### config.mk
export PLATFORM = sky130hd
export DESIGN_NAME = hazard_stall_ctrl
export DESIGN_NICKNAME = d
export VERILOG_FILES = /design/src/rtl/hazard_stall_ctrl.sv
export SDC_FILE = /design/constraint.sdc
export NUM_CORES = 1
export LEC_CHECK = 0
export ABC_CLOCK_PERIOD_IN_PS = 7800
export CAP_MARGIN = 20
export CELL_PAD_IN_SITES_DETAIL_PLACEMENT = 1
export CELL_PAD_IN_SITES_GLOBAL_PLACEMENT = 2
export CORE_ASPECT_RATIO = 1.4
export CORE_MARGIN = 5
export CORE_UTILIZATION = 31
export DETAILED_ROUTE_END_ITERATION = 16
export MAX_ROUTING_LAYER = met4
export PLACE_DENSITY = 0.93
export RECOVER_POWER = 25
export SLEW_MARGIN = 20
export SYNTH_ARGS = -nofsm -noshare
export SYNTH_HDL_FRONTEND = slang
export SYNTH_SLANG_ARGS = --single-unit
### constraint.sdc
create_clock -name clk -period 7.8 [get_ports clk]
set_clock_uncertainty 0.2 [all_clocks]
set_input_delay 2.34 -clock clk [delete_from_list [all_inputs] [get_ports clk]]
set_output_delay 2.34 -clock clk [all_outputs]
set_load 0.02 [all_outputs]
### src/rtl/hazard_stall_ctrl.sv
// hazard_stall_ctrl: load-use stalls, branch flushes and memory-busy freezes for a 5-stage MIPS pipeline
module hazard_stall_ctrl #(
  parameter int BRANCH_PENALTY = 1,
  parameter int WAIT_TIMEOUT = 64,
  parameter int CNT_W = 16
) (
  input  logic             clk,
  input  logic             reset_in,
  input  logic             ID_EX_MemRead_in,
  input  logic [4:0]       ID_EX_Rt_in,
  input  logic [4:0]       IF_ID_Rs_in,
  input  logic [4:0]       IF_ID_Rt_in,
  input  logic             IF_ID_Uses_Rt_in,
  input  logic             branch_taken_in,
  input  logic             mem_busy_in,
  output logic             PC_Write_out,
  output logic             IF_ID_Write_out,
  output logic             IF_ID_Flush_out,
  output logic             ID_EX_Bubble_out,
  output logic             freeze_out,
  output logic [CNT_W-1:0] stall_cycles_out,
  output logic             err_timeout_out
);
  typedef enum logic [1:0] {RUN, FLUSH, MEM_WAIT} state_t;
  state_t state, state_n;
  logic [3:0] fcnt, fcnt_n;
  logic [9:0] wcnt, wcnt_n;
  logic resume_flush, resume_n, err_n, hazard, in_flush;
  assign hazard = ID_EX_MemRead_in && ID_EX_Rt_in != 5'd0 &&
                  (ID_EX_Rt_in == IF_ID_Rs_in || (IF_ID_Uses_Rt_in && ID_EX_Rt_in == IF_ID_Rt_in));
  assign in_flush = state == FLUSH;
  // Memory busy wins over everything but reset; hazard is only honoured in RUN without a branch
  assign freeze_out = !reset_in && (state == MEM_WAIT || mem_busy_in);
  assign IF_ID_Flush_out = reset_in || (!freeze_out && (in_flush || branch_taken_in));
  assign ID_EX_Bubble_out = reset_in || (!freeze_out && (in_flush || branch_taken_in || hazard));
  assign PC_Write_out = !reset_in && !freeze_out && (in_flush || branch_taken_in || !hazard);
  assign IF_ID_Write_out = PC_Write_out;
  always_comb begin
    state_n = state;
    fcnt_n = fcnt;
    wcnt_n = wcnt;
    resume_n = resume_flush;
    if (state == MEM_WAIT) begin
      if (mem_busy_in) wcnt_n = &wcnt ? wcnt : wcnt + 10'd1;
      else begin
        state_n = resume_flush ? FLUSH : RUN;
        wcnt_n = 10'd0;
      end
    end else if (mem_busy_in) begin
      state_n = MEM_WAIT;
      wcnt_n = 10'd1;
      resume_n = in_flush;
    end else if (in_flush) begin
      fcnt_n = fcnt - 4'd1;
      state_n = fcnt <= 4'd1 ? RUN : FLUSH;
    end else if (branch_taken_in && BRANCH_PENALTY > 1) begin
      state_n = FLUSH;
      fcnt_n = 4'(BRANCH_PENALTY - 1);
    end
    err_n = err_timeout_out || (state == MEM_WAIT && mem_busy_in && wcnt_n >= 10'(WAIT_TIMEOUT));
  end
  always_ff @(posedge clk) begin
    if (reset_in) begin
      state <= RUN;
      fcnt <= '0;
      wcnt <= '0;
      resume_flush <= 1'b0;
      err_timeout_out <= 1'b0;
      stall_cycles_out <= '0;
    end else begin
      state <= state_n;
      fcnt <= fcnt_n;
      wcnt <= wcnt_n;
      resume_flush <= resume_n;
      err_timeout_out <= err_n;
      if (!PC_Write_out && !(&stall_cycles_out)) stall_cycles_out <= stall_cycles_out + 1'b1;
    end
  end
endmodule

==> run summary, run 1 <==
Die Y: 104.2 um
Hold Vio Cnt, Final: 0
clock slew at reported path FFs: 0.07 ns
ANT nets after route: 0
CP most frequent cell: clkdlybuf4s50_1
WL final: 5692 um
Top FF cell, synth: dfxtp_1
Startpoint Class: input port
via count: 1,942
Routability Congestion: 0.7569
Sink Count: 34
H-Tree Depth: 2
HP Class: flip-flop to flip-flop
CP max stage delay: 0.69 ns
sequential cell area fraction in the yosys report: 34.63%
Avg WL per Cell: 16.26 um
Mean Syn Cell Area: 8.259 um^2
drt via density: 5.549
Synth area leader: dfxtp_1
met2 usage: 25.96%
slowest CP cell: clkdlybuf4s50_1
Required @ worst endpoint: 5.26 ns
post-synth top area share: 34.63%
Root Driver: clkbuf_8
vias in the first global route: 2,064
Starting Density: 31.65%
worst path arrival time: 4.68 ns
Cell variety after synth: 50
met1 Resource Use GR: 17.40%
maxcap violations: 0
WHS: 0.3012 ns
WS Path Type: input port to output pin
post-cts sizing count: 0
synthesized area: 0.001966 mm^2
IO Pins: 43
worst-margin pin slew: 0.6765 ns
TritonCTS clock tree: yes
slew margin rel.: 54.90%
Pleak: 0.8953 nW
final slew viol count: 0
status: finished, final reports clean
setup violators final: 0
Period minus WS final: 7.220 ns
largest net degree at the start of global routing: 34
hpwl dp: 4209 um
Non-Filler Instances: 350
sequential share of power: 45.1%
Clock power frac: 41.8%
Area contributors post-synth: dfxtp_1 35%, xnor2_1 4.9%, a21oi_1 4.3%, or3_2 4.2%, nand2_1 3.8%
Internal: 0.2954 mW
share of cells above drive strength 1: 11.51%
fraction of registers with async set/reset: 0%
TritonCTS buffer count: 5
Synth Register Bits: 34
Power Dens Cells: 157.2 mW/mm^2
1st-iter DRT viols: 50
n_diodes: 0
met3 usage: 3.553%
Sum Neg Setup Slack: 0 ns
Final Net Count: 302
first-pass GRT wire length: 9929 um
FMAX: 0.1385 GHz
RSZ-0062 raised after global routing: false
Comb power frac: 13.1%
busiest grt layer: met2
number of synthesized flops with an enable pin: 0
CP max FO: 4
clk_lat worst skew: 0.29 ns
final worst-path cycle share: 92.57%
Synth warnings: 0
GRT Overall Usage: 15.02%
Die ar.: 0.008056 mm^2
synth-to-layout area growth: 28.58%
Core Box Area: 0.006211 mm^2
P_sw: 0.1019 mW
Crit. End Element: output pin
commonest non-fill, non-tap cell in the layout: clkdlybuf4s50_1
hold bufs inserted after CTS: 0
clock buffer depth: 2
Die W: 77.30 um
Max rail drop VDD: 0.00008502 V
post-CTS setup buffer count: 0
DRC Markers: 0
Cells after Synth: 238
Synth Net Count: 263
Site Rows: 34
antenna violations before repair: 0
cells along the critical path: clkdlybuf4s50_1 > or4_1 > o21a_1 > a31oi_1 > clkdlybuf4s50_1
First-pass DRT Iterations: 4
commonest cells after routing, fill and taps aside: 37 x clkdlybuf4s50_1, 34 x dfxtp_1, 20 x nand2_1
sw frac: 25.66%
dpl cells: 342
GRT overflow: 0
PortBufs: 42
[metrics by stage]
stage          utilization, %  cell area [um^2]  power [mW]  setup slack [ns]
3_3_place_gp            38.94              2419      0.2349            0.6552
6_report                40.69              2527      0.3974            0.5798
4_1_cts                 40.69              2527      0.4025            0.5660
3_5_place_dp            38.94              2419      0.2360            0.5790
5_1_grt                 40.69              2527      0.4166            0.4436
2_1_floorplan               -              1966      0.2126             1.448
[final cells by class]
cell class / count / area [um^2]
fill: 771 / 3684
timing repair buffer: 44 / 435.4
tap: 72 / 90.09
clock buffer: 5 / 68.82
inverter: 4 / 15.01
clock inverter: 3 / 40.04
sequential: 34 / 680.7
multi-input combinational: 188 / 1197
[routing by layer]
metal  up-vias  part of all wire, %
met5         -                    0
met1       948                   44
li1        951                    -
met3        10                  2.7
met2        33                   52
met4         0                  1.7
[power groups by stage]
| stage | Sequential [mW] | Combinational, mW | Clock [mW] |
|---|---|---|---|
| after floorplan | 0.185 | 0.0277 | 0 |
| after global placement | 0.183 | 0.0515 | 0 |
| after detailed placement | 0.183 | 0.0526 | 0 |
| after CTS | 0.179 | 0.0529 | 0.170 |
| after global routing | 0.180 | 0.0572 | 0.179 |
| final | 0.179 | 0.0519 | 0.166 |
[worst paths after layout]
kind                            slack (ns)                                to  cells past startpoint                        startpoint
worst min register to register        0.30  stall_cycles_out[6]$_SDFFE_PP0P_                      2  stall_cycles_out[6]$_SDFFE_PP0P_
worst min-delay path                  0.30  stall_cycles_out[6]$_SDFFE_PP0P_                      2  stall_cycles_out[6]$_SDFFE_PP0P_
worst max register to register        5.33  stall_cycles_out[1]$_SDFFE_PP0P_                      7  stall_cycles_out[0]$_SDFFE_PP0P_
worst max-delay path                  0.58                   IF_ID_Write_out                      5                    ID_EX_Rt_in[1]
[cell families (layout without fill, tap and decap cells)]
kind of cell,Yosys count,in the layout,synth area share (%)
AOI/OAI and AO/OA,67,67,22.53
xor gates and xnor gates,14,14,6.238
adders and majority gates,4,4,2.546
buffers and inverters,16,56,4.456
DFF,34,34,34.63
muxes,1,1,0.5093
and+or+nand+nor,102,102,29.09
[registers in the layout (all words and copies together), names as in the netlist]
register and count:
state 2, resume_flush 1, wcnt 10, stall_cycles_out 16, fcnt 4, err_timeout_out 1
[Yosys cell counts, types with 2 or more instances]
library cell	number
o31ai_1	2
or4_1	3
nand3_1	11
nand2b_1	3
a31oi_1	3
nor2_1	19
nor3_1	5
o21ai_1	11
xor2_1	3
and4_1	5
o21a_1	2
nor2b_1	3
clkbuf_1	9
xnor2_1	11
and2_1	3
a211oi_1	3
a21oi_2	5
o21ai_0	10
a22oi_1	3
nand4_1	7
dfxtp_1	34
inv_1	4
or3_2	11
nand2_1	20
and3_1	4
a21oi_1	17
ha_1	4
[critical path: cells and delay by family]
kind	cells	cell delay (ns)
AO/OA/AOI/OAI	2	0.62
AND/OR/NAND/NOR	1	0.56
buffers and inverters	2	1.15
Note: power is estimated with default switching activity, not from simulation.
==> inputs of run 2 (changes only) <==
--- a/config.mk
+++ b/config.mk
@@ -8,13 +8,13 @@
 export ABC_CLOCK_PERIOD_IN_PS = 7800
 export CAP_MARGIN = 20
 export CELL_PAD_IN_SITES_DETAIL_PLACEMENT = 1
-export CELL_PAD_IN_SITES_GLOBAL_PLACEMENT = 2
+export CELL_PAD_IN_SITES_GLOBAL_PLACEMENT = 1
 export CORE_ASPECT_RATIO = 1.4
 export CORE_MARGIN = 5
-export CORE_UTILIZATION = 31
+export CORE_UTILIZATION = 40
 export DETAILED_ROUTE_END_ITERATION = 16
 export MAX_ROUTING_LAYER = met4
-export PLACE_DENSITY = 0.93
+export PLACE_DENSITY = 0.95
 export RECOVER_POWER = 25
 export SLEW_MARGIN = 20
 export SYNTH_ARGS = -nofsm -noshare
==> run 2 against run 1 <==
Compared with the run above:
- design area increased by 0.64%
- utilization rose by 12 points
- register-to-register slack better by 0.04 ns
- largest power group is now the clock network
- sequential power barely moved
- setup slack gained 0.030 ns
- highest routed layer unchanged
- clock power increased by 25%
- final cell count fell by 2.6%
- combinational power hardly changed
- sequential share of layout area fell by 0.17 points
- global-route usage rose by 2.9 points
- via count decreased by 1.4%
- fmax up 0.41%
==> run summary, run 2 (synthesis gave the netlist of run 1 again) <==
final worst-path cycle share: 92.19% (was 92.57%)
worst path arrival time: 4.65 ns (was 4.68 ns)
clock slew at reported path FFs: 0.07 ns (about the same)
commonest cells after routing, fill and taps aside: 38 x clkdlybuf4s50_1, 34 x dfxtp_1, 20 x nand2_1 (was 37 x clkdlybuf4s50_1, 34 x dfxtp_1, 20 x nand2_1)
H-Tree Depth: 2 (unchanged)
maxcap violations: 0 (unchanged)
TritonCTS clock tree: yes (unchanged)
Avg WL per Cell: 16.11 um (was 16.26 um)
Final Cell Area: 0.002544 mm^2 (was 0.002527 mm^2)
DRC Markers: 0 (unchanged)
status: finished, final reports clean (unchanged)
dpl cells: 333 (was 342)
CP max FO: 4 (unchanged)
clk_lat worst skew: 0.30 ns (was 0.29 ns)
Required @ worst endpoint: 5.26 ns (about the same)
Sum Neg Setup Slack: 0 ns (unchanged)
Die ar.: 0.006436 mm^2 (was 0.008056 mm^2)
max reg flops: 16 (unchanged)
1st-iter DRT viols: 78 (was 50)
post-CTS setup buffer count: 0 (unchanged)
Final Core Density: 52.94% (was 40.69%)
commonest non-fill, non-tap cell in the layout: clkdlybuf4s50_1 (unchanged)
Site Rows: 30 (was 34)
hold bufs inserted after CTS: 0 (unchanged)
drt via density: 5.613 (was 5.549)
clock buffer depth: 2 (unchanged)
largest net degree at the start of global routing: 34 (unchanged)
Die W: 69.25 um (was 77.30 um)
Non-Filler Instances: 341 (was 350)
Startpoint Class: input port (unchanged)
Max rail drop VDD: 0.0001240 V (was 0.00008502 V)
Final Net Count: 301 (was 302)
hpwl dp: 4045 um (was 4209 um)
Pleak: 0.9002 nW (was 0.8953 nW)
Largest Register: stall_cycles_out (unchanged)
first-pass GRT wire length: 9066 um (was 9929 um)
# fillers: 608 (was 771)
post-cts sizing count: 0 (unchanged)
antenna violations before repair: 0 (unchanged)
RSZ-0062 raised after global routing: false (unchanged)
final slew viol count: 0 (unchanged)
Period minus WS final: 7.191 ns (was 7.220 ns)
vias in the first global route: 1,944 (was 2,064)
WHS: 0.2945 ns (was 0.3012 ns)
PortBufs: 42 (unchanged)
IO Pins: 43 (unchanged)
placed cell areas: 0.002401 mm^2 (was 0.002419 mm^2)
Crit. End Element: output pin (unchanged)
n_diodes: 0 (unchanged)
GRT Overall Usage: 17.95% (was 15.02%)
largest registers: stall_cycles_out: 16 flops, wcnt: 10 flops, fcnt: 4 flops (unchanged)
WL final: 5492 um (was 5692 um)
Power Dens Cells: 172.0 mW/mm^2 (was 157.2 mW/mm^2)
setup violators final: 0 (unchanged)
WS Path Type: input port to output pin (unchanged)
share of cells above drive strength 1: 11.19% (was 11.51%)
Starting Density: 40.91% (was 31.65%)
Root Driver: clkbuf_8 (unchanged)
synth-to-layout area growth: 29.41% (was 28.58%)
HP Class: flip-flop to flip-flop (unchanged)
Sink Count: 34 (unchanged)
First-pass DRT Iterations: 4 (unchanged)
GRT overflow: 0 (unchanged)
slew margin rel.: 55.06% (was 54.90%)
TritonCTS buffer count: 5 (unchanged)
worst-margin pin slew: 0.6742 ns (was 0.6765 ns)
Routability Congestion: 0.7767 (was 0.7569)
ANT nets after route: 0 (unchanged)
Hold Vio Cnt, Final: 0 (unchanged)
FMAX: 0.1391 GHz (was 0.1385 GHz)
Core Box Area: 0.004805 mm^2 (was 0.006211 mm^2)
via count: 1,914 (was 1,942)
Die Y: 92.95 um (was 104.2 um)
[run 2: cell types whose count changed in the layout (fill, tap and decap cells not counted), sizes merged]
| cell | change |
|---|---|
| clkbuf | +1 |
| buf | -1 |
| dlygate4sd3 | -1 |
| clkinv | -2 |
| bufinv | +1 |
| clkdlybuf4s50 | +1 |
[run 2: final cells by class]
class                      count  area [um^2]  area share, %
tap                           64        80.08          3.148
sequential                    34        680.7          26.76
inverter                       4        15.01         0.5903
clock buffer                   6        82.58          3.246
multi-input combinational    188         1197          47.07
clock inverter                 2        60.06          2.361
timing repair buffer          43        427.9          16.82
[run 2: layer usage]
layer	vias up	part of all wire [%]	GRT usage, %
met3	8	2.8	3.909
li1	953	-	-
met1	926	41	19.22
met2	27	55	32.64
met5	-	0	-
met4	0	1.8	5.863
[run 2: power by group]
part | leakage (nW) | internal [mW] | total, mW | switching [mW]
registers | 0.275 | 0.176 | 0.179 | 0.00332
logic | 0.554 | 0.0249 | 0.0516 | 0.0267
clock network | 0.0714 | 0.136 | 0.207 | 0.0702
[run 2: per-stage QoR]
step | worst slack (ns) | power, mW
6_report | 0.6095 | 0.4375
5_1_grt | 0.4755 | 0.4557
4_1_cts | 0.5939 | 0.4417
3_5_place_dp | 0.6049 | 0.2354
3_3_place_gp | 0.6538 | 0.2336
2_1_floorplan | 1.448 | 0.2126
[run 2: critical path: stages]
cell	delay, ns
clkdlybuf4s50_1	0.47
or4_1	0.58
o21a_1	0.23
a31oi_1	0.33
clkdlybuf4s50_1	0.70
[run 2: worst paths after layout]
path	endpoint	slack, ns	start	cells after the start
worst max-delay path	IF_ID_Write_out	0.61	ID_EX_Rt_in[1]	5
worst min-delay path	stall_cycles_out[6]$_SDFFE_PP0P_	0.29	stall_cycles_out[6]$_SDFFE_PP0P_	2
worst max register to register	stall_cycles_out[1]$_SDFFE_PP0P_	5.37	stall_cycles_out[0]$_SDFFE_PP0P_	7
worst min register to register	stall_cycles_out[6]$_SDFFE_PP0P_	0.29	stall_cycles_out[6]$_SDFFE_PP0P_	2
